==> src/rtl/replace_ctrl_if.sv <==
// rtl/replace_ctrl_if.sv - miss, replacer, writeback, refill and touch channels of the replacement controller
interface replace_ctrl_if #(
    parameter int SET_W     = 6,
    parameter int TAG_W     = 20,
    parameter int WAY_NUM   = 4,
    parameter int WAY_IDX_W = 2
);
    // miss request
    logic                 miss_valid;
    logic                 miss_ready;
    logic [SET_W-1:0]     miss_set;
    logic [TAG_W-1:0]     miss_tag;

    // replacer query and victim metadata
    logic [SET_W-1:0]     rpl_set;
    logic [WAY_IDX_W-1:0] rpl_way;
    logic [WAY_NUM-1:0]   meta_dirty;

    // writeback channel
    logic                 wb_req_valid;
    logic                 wb_req_ready;
    logic [SET_W-1:0]     wb_set;
    logic [WAY_IDX_W-1:0] wb_way;
    logic                 wb_done;

    // refill channel
    logic                 fill_req_valid;
    logic                 fill_req_ready;
    logic [SET_W-1:0]     fill_set;
    logic [TAG_W-1:0]     fill_tag;
    logic [WAY_IDX_W-1:0] fill_way;
    logic                 fill_done;

    // hit touch from the lookup pipeline
    logic                 hit_touch_valid;
    logic                 hit_touch_ready;
    logic [SET_W-1:0]     hit_touch_set;
    logic [WAY_IDX_W-1:0] hit_touch_way;

    // replacer access port
    logic                 acc_valid;
    logic [SET_W-1:0]     acc_set;
    logic [WAY_IDX_W-1:0] acc_way;

    // completion and status
    logic                 done_valid;
    logic [WAY_IDX_W-1:0] done_way;
    logic                 busy;

    modport slave (
        input  miss_valid, miss_set, miss_tag,
        input  rpl_way, meta_dirty,
        input  wb_req_ready, wb_done,
        input  fill_req_ready, fill_done,
        input  hit_touch_valid, hit_touch_set, hit_touch_way,
        output miss_ready, rpl_set,
        output wb_req_valid, wb_set, wb_way,
        output fill_req_valid, fill_set, fill_tag, fill_way,
        output hit_touch_ready,
        output acc_valid, acc_set, acc_way,
        output done_valid, done_way, busy
    );

    modport master (
        output miss_valid, miss_set, miss_tag,
        output rpl_way, meta_dirty,
        output wb_req_ready, wb_done,
        output fill_req_ready, fill_done,
        output hit_touch_valid, hit_touch_set, hit_touch_way,
        input  miss_ready, rpl_set,
        input  wb_req_valid, wb_set, wb_way,
        input  fill_req_valid, fill_set, fill_tag, fill_way,
        input  hit_touch_ready,
        input  acc_valid, acc_set, acc_way,
        input  done_valid, done_way, busy
    );
endinterface

==> src/rtl/replace_ctrl.sv <==
// rtl/replace_ctrl.sv - cache miss replacement sequencer: victim select, writeback, refill, PLRU touch
module replace_ctrl #(
    parameter int SET_W     = 6,
    parameter int TAG_W     = 20,
    parameter int WAY_NUM   = 4,
    parameter int WAY_IDX_W = 2
) (
    input  logic             clk,
    input  logic             rst_n,
    replace_ctrl_if.slave    bus
);

    typedef enum logic [2:0] {
        IDLE      = 3'd0,
        SEL       = 3'd1,
        CHK       = 3'd2,
        WB_REQ    = 3'd3,
        WB_WAIT   = 3'd4,
        FILL_REQ  = 3'd5,
        FILL_WAIT = 3'd6,
        TOUCH     = 3'd7
    } state_t;

    state_t               state;
    state_t               state_nxt;

    logic [SET_W-1:0]     cap_set;
    logic [TAG_W-1:0]     cap_tag;
    logic [WAY_IDX_W-1:0] victim;

    logic [WAY_NUM-1:0]   dirty_vec;
    logic                 victim_dirty;
    logic                 miss_fire;

    // The dirty vector belongs to the set currently on rpl_set; it is only
    // consulted in CHK, when rpl_way is the replacer's answer for that set.
    assign dirty_vec    = bus.meta_dirty;
    assign victim_dirty = dirty_vec[bus.rpl_way];
    assign miss_fire    = (state == IDLE) && bus.miss_valid;

    // State register; reset abandons any miss in flight.
    always_ff @(posedge clk) begin
        if (!rst_n) begin
            state <= IDLE;
        end else begin
            state <= state_nxt;
        end
    end

    // Miss address captured on acceptance, victim captured from the replacer in CHK.
    always_ff @(posedge clk) begin
        if (!rst_n) begin
            cap_set <= '0;
            cap_tag <= '0;
            victim  <= '0;
        end else begin
            if (miss_fire) begin
                cap_set <= bus.miss_set;
                cap_tag <= bus.miss_tag;
            end
            if (state == CHK) begin
                victim <= bus.rpl_way;
            end
        end
    end

    // Next-state decode; completion strobes are only honoured in their wait states.
    always_comb begin
        state_nxt = state;
        case (state)
            IDLE:      if (bus.miss_valid)     state_nxt = SEL;
            SEL:                               state_nxt = CHK;
            CHK:       state_nxt = victim_dirty ? WB_REQ : FILL_REQ;
            WB_REQ:    if (bus.wb_req_ready)   state_nxt = WB_WAIT;
            WB_WAIT:   if (bus.wb_done)        state_nxt = FILL_REQ;
            FILL_REQ:  if (bus.fill_req_ready) state_nxt = FILL_WAIT;
            FILL_WAIT: if (bus.fill_done)      state_nxt = TOUCH;
            TOUCH:                             state_nxt = IDLE;
            default:                           state_nxt = IDLE;
        endcase
    end

    // Output decode; the refill touch owns the replacer access port in TOUCH,
    // otherwise hit touches pass straight through.
    always_comb begin
        bus.miss_ready      = (state == IDLE);
        bus.busy            = (state != IDLE);
        bus.rpl_set         = (state == IDLE) ? bus.miss_set : cap_set;

        bus.wb_req_valid    = (state == WB_REQ);
        bus.wb_set          = cap_set;
        bus.wb_way          = victim;

        bus.fill_req_valid  = (state == FILL_REQ);
        bus.fill_set        = cap_set;
        bus.fill_tag        = cap_tag;
        bus.fill_way        = victim;

        bus.done_valid      = (state == TOUCH);
        bus.done_way        = victim;

        bus.hit_touch_ready = (state != TOUCH);

        if (state == TOUCH) begin
            bus.acc_valid = rst_n;
            bus.acc_set   = cap_set;
            bus.acc_way   = victim;
        end else begin
            bus.acc_valid = rst_n & bus.hit_touch_valid;
            bus.acc_set   = bus.hit_touch_set;
            bus.acc_way   = bus.hit_touch_way;
        end
    end

endmodule

==> src/flat_wrapper.sv <==
// flat-port wrapper written by rule: the top's interface ports become plain ports
module replace_ctrl_flat 
#(
    parameter int SET_W     = 6,
    parameter int TAG_W     = 20,
    parameter int WAY_NUM   = 4,
    parameter int WAY_IDX_W = 2
)
  (clk, rst_n, bus_miss_valid, bus_miss_set, bus_miss_tag, bus_rpl_way, bus_meta_dirty, bus_wb_req_ready, bus_wb_done, bus_fill_req_ready, bus_fill_done, bus_hit_touch_valid, bus_hit_touch_set, bus_hit_touch_way, bus_miss_ready, bus_rpl_set, bus_wb_req_valid, bus_wb_set, bus_wb_way, bus_fill_req_valid, bus_fill_set, bus_fill_tag, bus_fill_way, bus_hit_touch_ready, bus_acc_valid, bus_acc_set, bus_acc_way, bus_done_valid, bus_done_way, bus_busy);
  replace_ctrl_if #(.SET_W(SET_W), .TAG_W(TAG_W), .WAY_NUM(WAY_NUM), .WAY_IDX_W(WAY_IDX_W)) bus_i ();
  input  logic clk;
  input  logic rst_n;
  input wire logic [$bits(bus_i.miss_valid)-1:0] bus_miss_valid;
  input wire logic [$bits(bus_i.miss_set)-1:0] bus_miss_set;
  input wire logic [$bits(bus_i.miss_tag)-1:0] bus_miss_tag;
  input wire logic [$bits(bus_i.rpl_way)-1:0] bus_rpl_way;
  input wire logic [$bits(bus_i.meta_dirty)-1:0] bus_meta_dirty;
  input wire logic [$bits(bus_i.wb_req_ready)-1:0] bus_wb_req_ready;
  input wire logic [$bits(bus_i.wb_done)-1:0] bus_wb_done;
  input wire logic [$bits(bus_i.fill_req_ready)-1:0] bus_fill_req_ready;
  input wire logic [$bits(bus_i.fill_done)-1:0] bus_fill_done;
  input wire logic [$bits(bus_i.hit_touch_valid)-1:0] bus_hit_touch_valid;
  input wire logic [$bits(bus_i.hit_touch_set)-1:0] bus_hit_touch_set;
  input wire logic [$bits(bus_i.hit_touch_way)-1:0] bus_hit_touch_way;
  output wire logic [$bits(bus_i.miss_ready)-1:0] bus_miss_ready;
  output wire logic [$bits(bus_i.rpl_set)-1:0] bus_rpl_set;
  output wire logic [$bits(bus_i.wb_req_valid)-1:0] bus_wb_req_valid;
  output wire logic [$bits(bus_i.wb_set)-1:0] bus_wb_set;
  output wire logic [$bits(bus_i.wb_way)-1:0] bus_wb_way;
  output wire logic [$bits(bus_i.fill_req_valid)-1:0] bus_fill_req_valid;
  output wire logic [$bits(bus_i.fill_set)-1:0] bus_fill_set;
  output wire logic [$bits(bus_i.fill_tag)-1:0] bus_fill_tag;
  output wire logic [$bits(bus_i.fill_way)-1:0] bus_fill_way;
  output wire logic [$bits(bus_i.hit_touch_ready)-1:0] bus_hit_touch_ready;
  output wire logic [$bits(bus_i.acc_valid)-1:0] bus_acc_valid;
  output wire logic [$bits(bus_i.acc_set)-1:0] bus_acc_set;
  output wire logic [$bits(bus_i.acc_way)-1:0] bus_acc_way;
  output wire logic [$bits(bus_i.done_valid)-1:0] bus_done_valid;
  output wire logic [$bits(bus_i.done_way)-1:0] bus_done_way;
  output wire logic [$bits(bus_i.busy)-1:0] bus_busy;
  assign bus_i.miss_valid = bus_miss_valid;
  assign bus_i.miss_set = bus_miss_set;
  assign bus_i.miss_tag = bus_miss_tag;
  assign bus_i.rpl_way = bus_rpl_way;
  assign bus_i.meta_dirty = bus_meta_dirty;
  assign bus_i.wb_req_ready = bus_wb_req_ready;
  assign bus_i.wb_done = bus_wb_done;
  assign bus_i.fill_req_ready = bus_fill_req_ready;
  assign bus_i.fill_done = bus_fill_done;
  assign bus_i.hit_touch_valid = bus_hit_touch_valid;
  assign bus_i.hit_touch_set = bus_hit_touch_set;
  assign bus_i.hit_touch_way = bus_hit_touch_way;
  assign bus_miss_ready = bus_i.miss_ready;
  assign bus_rpl_set = bus_i.rpl_set;
  assign bus_wb_req_valid = bus_i.wb_req_valid;
  assign bus_wb_set = bus_i.wb_set;
  assign bus_wb_way = bus_i.wb_way;
  assign bus_fill_req_valid = bus_i.fill_req_valid;
  assign bus_fill_set = bus_i.fill_set;
  assign bus_fill_tag = bus_i.fill_tag;
  assign bus_fill_way = bus_i.fill_way;
  assign bus_hit_touch_ready = bus_i.hit_touch_ready;
  assign bus_acc_valid = bus_i.acc_valid;
  assign bus_acc_set = bus_i.acc_set;
  assign bus_acc_way = bus_i.acc_way;
  assign bus_done_valid = bus_i.done_valid;
  assign bus_done_way = bus_i.done_way;
  assign bus_busy = bus_i.busy;
  replace_ctrl #(.SET_W(SET_W), .TAG_W(TAG_W), .WAY_NUM(WAY_NUM), .WAY_IDX_W(WAY_IDX_W)) u_core (.clk(clk), .rst_n(rst_n), .bus(bus_i));
endmodule
==> config.mk <==
export PLATFORM = sky130hd
export DESIGN_NAME = replace_ctrl_flat
export DESIGN_NICKNAME = d
export VERILOG_FILES = /design/src/rtl/replace_ctrl_if.sv /design/src/rtl/replace_ctrl.sv /design/src/flat_wrapper.sv
export SDC_FILE = /design/constraint.sdc
export NUM_CORES = 1
export LEC_CHECK = 0
export BUFFER_PORTS_ARGS = -buffer_cell sky130_fd_sc_hd__clkbuf_2
export CAP_MARGIN = 20
export CORE_AREA = 3 3 73 75
export DETAILED_ROUTE_END_ITERATION = 16
export DIE_AREA = 0 0 76 78
export PLACE_DENSITY = 0.69
export SLEW_MARGIN = 20
export SYNTH_ARGS = -nofsm -noshare
export SYNTH_HDL_FRONTEND = slang
export SYNTH_SLANG_ARGS = --single-unit
==> constraint.sdc <==
create_clock -name clk -period 1.45 [get_ports clk]
set_input_delay 0.29 -clock clk [delete_from_list [all_inputs] [get_ports clk]]
set_output_delay 0.29 -clock clk [all_outputs]
set_load 0.01 [all_outputs]
After elaboration in Yosys (flattened, before gate mapping)
Cells that the tools add are included.
{ "classes": {"n_eq_ne": 13, "mux": 13, "n_lt_le_gt_ge": 1, "n_reduce_logical": 4, "bitwise": 1} }
{ "ops": {"columns": ["operator", "n"], "rows": [
  ["one-hot mux 3 bit (8 select lines)", 1],
  ["two-way mux 3 bit", 6],
  ["equality test 3 bit, second input constant", 4],
  ["two-way mux 6 bit", 2],
  ["inequality test 2 bit, second input constant", 5],
  ["equality test 3 x 2 -> 1 bit, second input constant", 2],
  ["AND reduction 5 bit", 1],
  ["equality test 3 x 1 -> 1 bit, second input constant", 1],
  ["logical NOT 3 bit", 1],
  ["less-than comparator 2 x 3 -> 1 bit, second input constant", 1],
  ["inequality test 3 bit, second input constant", 1],
  ["nonzero test 3 bit", 1],
  ["binary-select mux 1 bit (select 2 bit)", 1],
  ["two-way mux 1 bit", 2],
  ["two-way mux 2 bit", 1],
  ["bitwise AND 1 bit", 1],
  ["logical AND 1 bit", 1]
]} }
{ "totals": {"input_bits": 48, "output_inout_bits": 59, "reg_bits": 31, "word_cells": 36} }

Depth between registers and ports, before layout
{ "logic_depth": {"word_depth": 4, "depth_mapped": 7, "depth_no_buf": 4} }

Least setup slack after synthesis
OpenSTA, ideal clock, no wires.
{ "synth_timing": {"kind": "flip-flop to output port", "start": "reg u_core.state[1]", "end": "out bus_acc_set[0]", "arrival_ns": 1.206, "stages_incl_launch_ff": 4, "path_slack_ns": -0.046, "path_buffers": 1, "path_cell_list": "dfxtp_1 -> buf_2 -> nand3_1 -> mux2_2"} }
{ "synth_via": {"elab_chain_len": 2} }
{ "synth_lines": {"columns": ["element", "line", "source"], "rows": [
  ["from (decl)", "replace_ctrl.sv:24", "state_t state;"],
  ["from (signal assigned)", "replace_ctrl.sv:46", "state <= state_nxt;"],
  ["equality test 3 bit", "replace_ctrl.sv:104", "if (state == TOUCH) begin"],
  ["two-way mux 6 bit", "replace_ctrl.sv:104", null],
  ["to (decl)", "flat_wrapper.sv:36", "output wire logic [$bits(bus_i.acc_set)-1:0] bus_acc_set;"]
]} }
No other way between the ends.

Worst setup path in the final report
{ "layout_timing": {"start": "reg u_core.state[0]", "end": "out bus_rpl_set[1]"} }
{ "layout_via": {"elab_chain_len": 2} }
{ "layout_lines": {"columns": ["element", "line", "source"], "rows": [
  ["logical NOT 3 bit", "replace_ctrl.sv:88", "bus.rpl_set = (state == IDLE) ? bus.miss_set : cap_set;"],
  ["two-way mux 6 bit", "replace_ctrl.sv:88", null],
  ["to (decl)", "flat_wrapper.sv:26", "output wire logic [$bits(bus_i.rpl_set)-1:0] bus_rpl_set;"]
]} }
No other way between the ends.

==> impl_results.md <==
- Total global routing overflow: 0
- Syn Nets: 227
- Die area: 0.00593 mm2
- Num Clock Sinks: 31
- Max Slew Vio Count: 0
- Leak pwr: 1.23 nW
- Worst-path clk slew: 0.07 ns
- Hold path start: bus_miss_tag[5]
- Worst VDD drop: 633 uV
- Clk network pwr share: 19.1%
- Seq pwr share: 29.8%
- WS Path Type: reg -> out
- Avg Inst Size Synth: 9.09 um2
- ANT nets after route: 0
- Number of CTS-inserted buffers: 5
- Hold Slack: 0.224 ns
- Worst-margin pin slew: 0.499 ns
- Post-DP HPWL: 3260 um
- Reg-to-Reg Start: u_core.state[1]
- Routed length per instance: 13.2 um
- Tmin final: 1.76 ns
- Max clock buf depth: 2
- Failing checks: setup timing
- Die Wd: 76 um
- Largest net degree at the start of global routing: 19
- Reg-to-reg slack, setup: -0.15 ns
- Layout Skew: 0.00423 ns
- Port Buf Inserts: 106
- Placed cell count: 344
- Antenna fix cells: 0
- Critical Path RT: 1.16 ns
- Layout cells sized above 1: 71.1%
- Antenna violations before repair: 0
- Worst r2r dst: u_core.state[0]
- Hold Crit Class: in -> reg
- Synth Instances: 179
- Switching pwr: 0.00145 W
- Total track usage: 15.4%
- H-tree levels: 2
- Setup crit end kind: output pin
- Area growth syn-to-layout: 59.2%
- Vias in the first global route: 1658
- FP Rows: 25
- CP Launch Type: register
- Die Y: 78 um
- Sw Ratio: 37.1%
- DRC Markers: 0
- Via count: 1629
- Nets@finish: 341
- Post-Route WL: 4770 um
- Slew HR: 66.6%
- Unique masters post-synth: 28
- Unrepaired setup endpoints after global routing: true
- Synth Register Bits: 31
- PnR worst setup slack: -0.308 ns
- Core Area: 0.00472 mm2
- Worst-path fanout max: 9
- Seq/Total Area, Yosys: 38.1%
- Starting density of the core: 34.5%
- DRT Pass-1 Iters: 4
- Io pins: 107
- Cells on worst reg2reg path: 7
- Leading area contributor after synthesis: dfxtp_1
- Vias per cell: 4.51
- Logic pwr share: 51.0%
- Share of async-settable or async-resettable flops after synthesis: 0%
- Top post-synthesis cells by count: nand2_1, dfxtp_1, a21oi_2, nand2_2, mux2_2
- Tcrit/Tclk final: 121%
- Number of flops mapped to enable cells by yosys: 0
- Max Clock Freq: 0.569 GHz
- Max-cap violations: 0
- Synth top area cells: dfxtp_1, a21oi_2, mux2_2
- Non-Filler Instances: 361
- Final Hold Fails: 0
- Top FF cell, synth: dfxtp_1
- Clock latency on the worst-skew pair: 0.28 ns
- Int Pwr: 0.00247 W
- YS warnings: 0
- Worst Hold Path Cells: 3
- Power Dens Cells: 1510 mW/mm2
- CTS Root Cell: clkbuf_8
- Initial drt markers: 44
- Hold endpoint: u_core.bus.fill_tag[5]
- Placer Congestion: 0.732
- CP Data Arrival Time: 1.47 ns
- CTS tree: yes
- Final setup viols: 21
- Synth Cell Area: 0.00163 mm2
- Pre-CTS setup slack: -0.0562 ns
- Status: finished with violations
- Most frequent cell after synthesis: nand2_1
- Top-area cell type share of the netlist area: 38.1%
- First-pass GRT wire length: 7580 um
[worst max-delay path by stage]
stage               startpoint             end  slack, ns  cells past startpoint
6_report       u_core.state[0]  bus_rpl_set[1]      -0.31                      4
5_1_grt        u_core.state[2]  bus_rpl_set[5]      -0.38                      4
4_1_cts        u_core.state[2]  bus_rpl_set[1]      -0.30                      4
3_5_place_dp   u_core.state[1]  bus_acc_set[1]      -0.06                      4
3_3_place_gp   u_core.state[0]  bus_rpl_set[5]      -0.02                      4
2_1_floorplan  u_core.state[1]  bus_acc_set[0]      -0.05                      3
[per-layer routing]
metal  share of wire [%]  GRT usage [%]
met5                   0              0
met2                  54           28.7
met3                 6.1           4.87
met1                  39           16.8
met4                0.82           4.35
[worst max-delay path: stages, from the launching register on]
cell and delay [ns]:
dfxtp_4 0.37, nor3_4 0.21, buf_12 0.16, mux2_2 0.33, clkbuf_2 0.13
[layout make-up]
class	instances	area, um2
Fill cell	443	2130
Inverter	5	21.3
Multi-Input combinational cell	122	925
Sequential cell	31	632
Clock buffer	8	100
Tap cell	67	83.8
Timing Repair Buffer	128	830
[logic make-up (layout without fill, tap and decap cells)]
kind of cell / count (synthesis) / count (layout) / synth area share [%]
mux: 18 / 18 / 13.0
flops: 31 / 31 / 38.1
compound gates: 34 / 34 / 16.2
buf+inv: 26 / 141 / 11.5
simple gates: 70 / 70 / 21.1
[repair_timing]
item	in CTS	in global routing
resized for setup	14	49
pin swaps	4	8
setup endpoints to repair	21	35
setup buffers	5	4
hold buffers	0	0
endpoints found under the hold margin	0	0
gates cloned	0	1
[cells in the final DEF (no fill, tap or decap), types with 2 or more instances in the layout]
master / Yosys / final
clkbuf_2: 0 / 93
nand3_1: 4 / 2
o211ai_1: 2 / 2
a21oi_1: 7 / 4
clkbuf_8: 0 / 7
mux2i_1: 2 / 2
nand2_2: 20 / 21
nand2_1: 36 / 35
nor2_1: 4 / 4
mux2_2: 15 / 6
buf_4: 10 / 13
buf_12: 2 / 3
inv_1: 5 / 2
inv_2: 0 / 2
a21oi_2: 20 / 23
dfxtp_1: 31 / 28
buf_2: 4 / 4
dfxtp_4: 0 / 3
mux2_4: 0 / 9
buf_6: 2 / 13
[power groups by stage]
stage	sequential, W	combinational [W]	clock (W)
after floorplan	0.00118	0.00108	0
after global placement	0.00116	0.00163	0
after detailed placement	0.00117	0.00165	0
after CTS	0.00116	0.00182	0.000778
after global routing	0.00120	0.00217	0.000827
final	0.00117	0.00200	0.000750
[per-stage QoR]
| stage | power (W) | setup TNS [ns] | util (%) | area [um2] |
|---|---|---|---|---|
| 2_1_floorplan | 0.00226 | -1.45 | - | 1630 |
| 3_3_place_gp | 0.00280 | -0.126 | 46.5 | 2200 |
| 3_5_place_dp | 0.00282 | -0.399 | 46.5 | 2200 |
| 4_1_cts | 0.00375 | -3.41 | 50.6 | 2390 |
| 5_1_grt | 0.00419 | -6.58 | 54.9 | 2590 |
| 6_report | 0.00392 | -4.62 | 54.9 | 2590 |
[flip-flops by register name (all words and copies together) (netlist names)]
register,cells
u_core.bus.fill_tag,20
u_core.bus.fill_set,6
u_core.state,3
u_core.bus.done_way,2
(Power assumes the default switching activity.)
